File: config.mk
export PLATFORM = sky130hd
export DESIGN_NAME = local_sp_stream_reader
export DESIGN_NICKNAME = d
export VERILOG_FILES = /design/src/rtl/local_sp_stream_reader.sv
export SDC_FILE = /design/constraint.sdc
export NUM_CORES = 1
export LEC_CHECK = 0
export ABC_AREA = 1
export CORE_AREA = 2 2 313 315
export CTS_BUF_LIST = sky130_fd_sc_hd__clkbuf_4
export DETAILED_ROUTE_END_ITERATION = 6
export DIE_AREA = 0 0 315 317
export GPL_TIMING_DRIVEN = 0
export PLACE_DENSITY_LB_ADDON = 0.1
export SLEW_MARGIN = 20
export SYNTH_ARGS = -nofsm -noshare
export SYNTH_HDL_FRONTEND = slang
export SYNTH_SLANG_ARGS = --single-unit
File: constraint.sdc
create_clock -name clk -period 13.7 [get_ports clk]
set_input_delay 2.74 -clock clk [delete_from_list [all_inputs] [get_ports clk]]
set_output_delay 2.74 -clock clk [all_outputs]
set_load 0.01 [all_outputs]
File: src/rtl/local_sp_stream_reader.sv
// ---------------------------------------------------------------------------
// local_sp_stream_reader
//   Read-side initiator for a single-port local scratchpad memory. A start
//   command latches a base address and a word count. The block then issues
//   that many sequential reads, wrapping modulo AddressRange. Each returned
//   word is captured after ReadLatency cycles into a small output FIFO, and
//   the FIFO drives a valid/ready stream. Reads are issued only while
//   (inflight + fifo_count) < FifoDepth. Every issued read therefore has a
//   guaranteed FIFO slot, and backpressure never loses data.
//
// Ports
//   clk, reset_n        clock, asynchronous active-low reset
//   start               command pulse, honoured only in IDLE
//   base_addr, count    command arguments, latched on start
//   busy, done          command status (done is a one-cycle pulse)
//   mem_address0/ce0/we0/d0, mem_q0
//                       memory port (write side tied off)
//   m_tdata/m_tvalid/m_tready/m_tlast
//                       output stream; m_tlast marks the final word
// ---------------------------------------------------------------------------
module local_sp_stream_reader #(
   parameter int DataWidth    = 256,
   parameter int AddressWidth = 11,
   parameter int AddressRange = 2048,
   parameter int ReadLatency  = 2,
   parameter int FifoDepth    = 4
) (
   input  logic                    clk,
   input  logic                    reset_n,
   input  logic                    start,
   input  logic [AddressWidth-1:0] base_addr,
   input  logic [AddressWidth:0]   count,
   output logic                    busy,
   output logic                    done,
   output logic [AddressWidth-1:0] mem_address0,
   output logic                    mem_ce0,
   output logic                    mem_we0,
   output logic [DataWidth-1:0]    mem_d0,
   input  logic [DataWidth-1:0]    mem_q0,
   output logic [DataWidth-1:0]    m_tdata,
   output logic                    m_tvalid,
   input  logic                    m_tready,
   output logic                    m_tlast
);

   localparam int CntW = $clog2(FifoDepth + 1);
   localparam int PtrW = (FifoDepth > 1) ? $clog2(FifoDepth) : 1;

   localparam logic [AddressWidth-1:0] AddrZero = {AddressWidth{1'b0}};
   localparam logic [AddressWidth-1:0] AddrOne  = AddressWidth'(1);
   localparam logic [AddressWidth-1:0] AddrLast = AddressWidth'(AddressRange - 1);
   localparam logic [AddressWidth:0]   RemZero  = {(AddressWidth+1){1'b0}};
   localparam logic [AddressWidth:0]   RemOne   = (AddressWidth+1)'(1);
   localparam logic [CntW-1:0]         CntZero  = {CntW{1'b0}};
   localparam logic [CntW-1:0]         CntOne   = CntW'(1);
   localparam logic [CntW:0]           CreditMax = (CntW+1)'(FifoDepth);
   localparam logic [PtrW-1:0]         PtrZero  = {PtrW{1'b0}};
   localparam logic [PtrW-1:0]         PtrOne   = PtrW'(1);
   localparam logic [PtrW-1:0]         PtrLast  = PtrW'(FifoDepth - 1);
   localparam logic [DataWidth-1:0]    DataZero = {DataWidth{1'b0}};

   typedef enum logic [1:0] {
      IDLE  = 2'd0,
      RUN   = 2'd1,
      DRAIN = 2'd2,
      DONE  = 2'd3
   } state_t;

   state_t                  state, state_nxt;
   logic [AddressWidth-1:0] addr, addr_nxt;
   logic [AddressWidth:0]   remaining, remaining_nxt;
   logic [CntW-1:0]         inflight, inflight_nxt;
   logic [CntW-1:0]         fifo_count, fifo_count_nxt;
   logic [CntW:0]           credit_nxt;
   logic [ReadLatency-1:0]  pipe_vld, pipe_vld_nxt;
   logic [ReadLatency-1:0]  pipe_last, pipe_last_nxt;
   logic [DataWidth-1:0]    fifo_data [FifoDepth];
   logic [FifoDepth-1:0]    fifo_last;
   logic [PtrW-1:0]         wr_ptr, rd_ptr;
   logic                    issue, ret, ret_last, push, pop, ce0_nxt;

   // Next sequential address, wrapping at the top of the memory.
   function automatic logic [AddressWidth-1:0] next_addr(input logic [AddressWidth-1:0] a);
      if (a == AddrLast) begin
         return AddrZero;
      end else begin
         return a + AddrOne;
      end
   endfunction

   // Next FIFO pointer, wrapping at the last entry.
   function automatic logic [PtrW-1:0] next_ptr(input logic [PtrW-1:0] p);
      if (p == PtrLast) begin
         return PtrZero;
      end else begin
         return p + PtrOne;
      end
   endfunction

   // mem_ce0 is the registered issue decision for the current cycle.
   assign issue    = mem_ce0;
   assign ret      = pipe_vld[ReadLatency-1];
   assign ret_last = pipe_last[ReadLatency-1];
   assign push     = ret;
   assign pop      = m_tvalid & m_tready;

   assign mem_we0  = 1'b0;
   assign mem_d0   = DataZero;
   // Gate the head so an empty FIFO presents all-zero outputs.
   assign m_tdata  = m_tvalid ? fifo_data[rd_ptr] : DataZero;
   assign m_tlast  = m_tvalid & fifo_last[rd_ptr];

   // Command FSM and address/remaining bookkeeping.
   always_comb begin
      state_nxt     = state;
      addr_nxt      = addr;
      remaining_nxt = remaining;
      case (state)
         IDLE: begin
            if (start) begin
               addr_nxt      = base_addr;
               remaining_nxt = count;
               if (count != RemZero) begin
                  state_nxt = RUN;
               end else begin
                  state_nxt = DONE;
               end
            end else begin
               state_nxt = IDLE;
            end
         end
         RUN: begin
            if (issue) begin
               addr_nxt      = next_addr(addr);
               remaining_nxt = remaining - RemOne;
               if (remaining == RemOne) begin
                  state_nxt = DRAIN;
               end else begin
                  state_nxt = RUN;
               end
            end else begin
               state_nxt = RUN;
            end
         end
         DRAIN: begin
            if (pop && m_tlast) begin
               state_nxt = DONE;
            end else begin
               state_nxt = DRAIN;
            end
         end
         DONE:    state_nxt = IDLE;
         default: state_nxt = IDLE;
      endcase
   end

   // Credit counters, return-tag pipe and the next-cycle issue decision.
   always_comb begin
      case ({issue, ret})
         2'b10:   inflight_nxt = inflight + CntOne;
         2'b01:   inflight_nxt = inflight - CntOne;
         default: inflight_nxt = inflight;
      endcase
      case ({push, pop})
         2'b10:   fifo_count_nxt = fifo_count + CntOne;
         2'b01:   fifo_count_nxt = fifo_count - CntOne;
         default: fifo_count_nxt = fifo_count;
      endcase
      pipe_vld_nxt     = pipe_vld;
      pipe_last_nxt    = pipe_last;
      pipe_vld_nxt[0]  = issue;
      pipe_last_nxt[0] = issue & (remaining == RemOne);
      for (int i = 1; i < ReadLatency; i++) begin
         pipe_vld_nxt[i]  = pipe_vld[i-1];
         pipe_last_nxt[i] = pipe_last[i-1];
      end
      credit_nxt = {1'b0, inflight_nxt} + {1'b0, fifo_count_nxt};
      // Issue next cycle only if a FIFO slot is still guaranteed for it.
      ce0_nxt = (state_nxt == RUN) && (remaining_nxt != RemZero) && (credit_nxt < CreditMax);
   end

   // Control state, counters, FIFO bookkeeping and registered outputs.
   always_ff @(posedge clk or negedge reset_n) begin
      if (!reset_n) begin
         state        <= IDLE;
         addr         <= AddrZero;
         remaining    <= RemZero;
         inflight     <= CntZero;
         fifo_count   <= CntZero;
         pipe_vld     <= {ReadLatency{1'b0}};
         pipe_last    <= {ReadLatency{1'b0}};
         fifo_last    <= {FifoDepth{1'b0}};
         wr_ptr       <= PtrZero;
         rd_ptr       <= PtrZero;
         busy         <= 1'b0;
         done         <= 1'b0;
         mem_ce0      <= 1'b0;
         mem_address0 <= AddrZero;
         m_tvalid     <= 1'b0;
      end else begin
         state      <= state_nxt;
         addr       <= addr_nxt;
         remaining  <= remaining_nxt;
         inflight   <= inflight_nxt;
         fifo_count <= fifo_count_nxt;
         pipe_vld   <= pipe_vld_nxt;
         pipe_last  <= pipe_last_nxt;
         busy       <= (state_nxt != IDLE);
         done       <= (state_nxt == DONE);
         mem_ce0    <= ce0_nxt;
         m_tvalid   <= (fifo_count_nxt != CntZero);
         if (ce0_nxt) begin
            mem_address0 <= addr_nxt;
         end
         if (push) begin
            fifo_last[wr_ptr] <= ret_last;
            wr_ptr            <= next_ptr(wr_ptr);
         end
         if (pop) begin
            rd_ptr <= next_ptr(rd_ptr);
         end
      end
   end

   // FIFO data storage; contents are qualified by m_tvalid, so no reset is needed.
   always_ff @(posedge clk) begin
      if (push) begin
         fifo_data[wr_ptr] <= mem_q0;
      end
   end

endmodule

==> impl_metrics.env <==
export IMPL_post_route_period_util_pct=56.1
export IMPL_critPathKind="reg2out"
export IMPL_drive_above_1_share_pct=15.5
export IMPL_synth_seq_cells=1082
export IMPL_cts_resized=0
export IMPL_grt_usage_pct=24.6
export IMPL_setup_tns_ns=0
export IMPL_avgSynthCellArea_um2=12.0
export IMPL_synthesis_area_um2=44500
export IMPL_antenna_left=0
export IMPL_ctsHoldBuffers=0
export IMPL_critPathLaunchType="register"
export IMPL_ys_types=42
export IMPL_gp_congestion=0.883
export IMPL_drtPass1Iterations=7
export IMPL_worstPathArrival_ns=4.94
export IMPL_max_slew_margin_rel_pct=21.5
export IMPL_grt_setup_unrepaired="no"
export IMPL_top_level_ports=812
export IMPL_initial_core_util_pct=46.2
export IMPL_synth_edff_count=1024
export IMPL_fin_crit_ns=7.68
export IMPL_worstHoldPathCells=0
export IMPL_fmax_mhz=130
export IMPL_cpPeakStageDelay_ns=0.82
export IMPL_die_h_um=317
export IMPL_cts_root_buffer="clkbuf_4"
export IMPL_status="complete, no violations"
export IMPL_final_seq_area_um2=32200
export IMPL_grt_pass1_wl_um=181000
export IMPL_drt_iter0_markers=2209
export IMPL_worstPathCellList="buf_4 > clkbuf_1 > clkbuf_1 > nor2_1 > nor2_1 > o21ai_0 > a21oi_1 > clkdlybuf4s50_1"
export IMPL_synth_top_area_cell="edfxtp_1"
export IMPL_ys_seq_area_share_pct=72.3
export IMPL_cts_buffer_depth=4
export IMPL_synthFlopType="edfxtp_1"
export IMPL_yosysWarnings=0
export IMPL_netlist_instances=3703
export IMPL_core_area_um2=96300
export IMPL_dp_hpwl_um=81900
export IMPL_hold_viol=0
export IMPL_ys_async_sr_fraction_pct=5.36
export IMPL_finalNetCount=5124
export IMPL_crit_cells=8
export IMPL_peakVddDrop_uv=132
export IMPL_drv_cap=0
export IMPL_wire_per_inst_um=19.9
export IMPL_row_count=114
export IMPL_cts_tree="yes"
export IMPL_slew_viol_final=0
export IMPL_cts_buffers=300
export IMPL_r2r_cells=15
export IMPL_crit_fanout=10
export IMPL_p_leak_nw=20.8
export IMPL_fp_dieW_um=315
export IMPL_fp_dieArea_um2=99900
export IMPL_fill_cells=8075
export IMPL_grt_max_degree=86
export IMPL_cp_end_kind="output port"
export IMPL_skew_ns=0.0663
export IMPL_worst_pin_slew_ns=1.18
export IMPL_first_global_vias=29519
export IMPL_routed_wl_um=126000
export IMPL_via_per_inst=4.91
export IMPL_synth_top_cells_by_area="edfxtp_1, nor2_1, o21ai_0"
export IMPL_clk_insertion_delay_late_ns=1.14
export IMPL_drc=0
export IMPL_portBuffers=553
export IMPL_cts_setup_buffers=0
export IMPL_power_density_nw_per_um2=218
export IMPL_vias=30963
export IMPL_hp_class="reg2reg"
export IMPL_antenna_found_initial=36
export IMPL_cp_num_buf_inv=4
export IMPL_synth_top_area_share_pct=69.1
export IMPL_final_setup_viol_count=0
export IMPL_cts_clk_slew_worst_paths_ns=0.06
export IMPL_p_total_mw=12.4
export IMPL_multi_input_area_um2=10200
export IMPL_area_growth_syn_to_layout_pct=27.1
export IMPL_overflow=0
export IMPL_cts_sinks=1082
export IMPL_worstPathRequired_ns=10.96
export IMPL_cts_max_level=5
export IMPL_cpMaxStageDelayCell="clkbuf_1"
export IMPL_critPathTopFamily="buffers and inverters"
## Yosys cell counts, types with 2 or more instances
cell / instances
nor2_1: 1055
edfxtp_1: 1024
o21ai_0: 532
a21oi_1: 265
buf_4: 262
clkbuf_1: 155
nand2_1: 109
dfrtp_1: 58
inv_1: 56
nand3_1: 50
buf_1: 34
nand2_2: 15
ha_1: 12
buf_2: 11
inv_2: 6
nor2_2: 6
xnor2_1: 6
a22oi_1: 5
xor2_1: 4
buf_6: 3
nand4_1: 3
o22ai_1: 3
a21oi_2: 2
fa_1: 2
mux2_2: 2
nor2_4: 2
nor3_1: 2
nor4_1: 2
o211ai_1: 2
o221ai_1: 2
or3_1: 2
## power by group
part / internal (mW) / total [mW] / switching (mW)
registers: 4.21 / 4.35 / 0.141
logic: 2.05 / 5.26 / 3.21
clock network: 1.48 / 2.75 / 1.26
total: 7.74 / 12.4 / 4.61
## through the flow
step | hold WS, ns | util [%] | cell area (µm²) | worst slack, ns | std cells
finish | 0.350 | 58.8 | 56600 | 6.02 | 6311
global route | 0.355 | 58.7 | 56500 | 5.77 | 6302
floorplan | 0.331 | - | 45500 | 7.45 | 3959
CTS | 0.353 | 58.7 | 56500 | 5.81 | 6289
detailed placement | 0.340 | 55.0 | 53000 | 7.08 | 5801
global placement | 0.338 | 54.6 | 52600 | 2.99 | 5788
## cells in the final DEF, fill, tap and decap left out, types with 11 or more instances in the layout
cell,instances
dfrtp_1,58
nand3_1,50
diode_2,22
clkdlybuf4s50_1,552
conb_1,257
nand2_2,15
ha_1,12
buf_2,11
buf_16,12
clkinv_1,44
o21ai_0,532
buf_1,34
nor2_1,1055
a21oi_1,265
inv_1,52
clkbuf_4,430
clkbuf_1,154
inv_2,13
buf_4,263
edfxtp_1,1024
nand2_1,109
## layout make-up
| cell class | count | area share (%) |
|---|---|---|
| Sequential cell | 1082 | 56.9 |
| Multi-Input combinational cell | 2348 | 18.1 |
| Timing Repair Buffer | 566 | 10.4 |
| Clock buffer | 430 | 5.71 |
| Buffer | 466 | 4.93 |
| Tap cell | 1276 | 2.82 |
| Clock inverter | 58 | 0.537 |
| Inverter | 63 | 0.476 |
| Antenna cell | 22 | 0.0973 |
## flip-flops by register name, summed over array words and instances, names as in the netlist
register	cells
m_tvalid	1
remaining	12
busy	1
pipe_last	2
fifo_count	3
mem_address0	11
fifo_last	4
state	2
addr	11
done	1
pipe_vld	2
inflight	3
mem_ce0	1
wr_ptr	2
fifo_data	1024
rd_ptr	2
## kinds of logic after synthesis
group | synth area share (%)
compound gates | 9.29
mux | 0.0506
buf+inv | 6.79
simple gates | 10.9
xor+xnor | 0.197
other cells | 0.00843
flops | 72.3
fa+ha+maj | 0.427
## routing by layer
layer	GRT usage, %	vias up	share of wire [%]
li1	-	14875	-
met1	30.3	14625	39
met2	40.6	1152	49
met3	7.79	267	8.4
met4	9.63	44	2.8
met5	0	-	0.22
## path summary, 6_finish.rpt
kind / startpoint / endpoint / slack, ns
hold reg to reg: pipe_last[0] / pipe_last[1] / 0.35
setup / recovery: rd_ptr[0] / m_tdata[62] / 6.02
max in group asynchronous: reset_n / remaining[4] / 11.60
min in group asynchronous: reset_n / done / 1.54
setup reg to reg: pipe_vld[1] / mem_address0[5] / 9.95
hold / removal: pipe_last[0] / pipe_last[1] / 0.35
(Power assumes the default switching activity.)
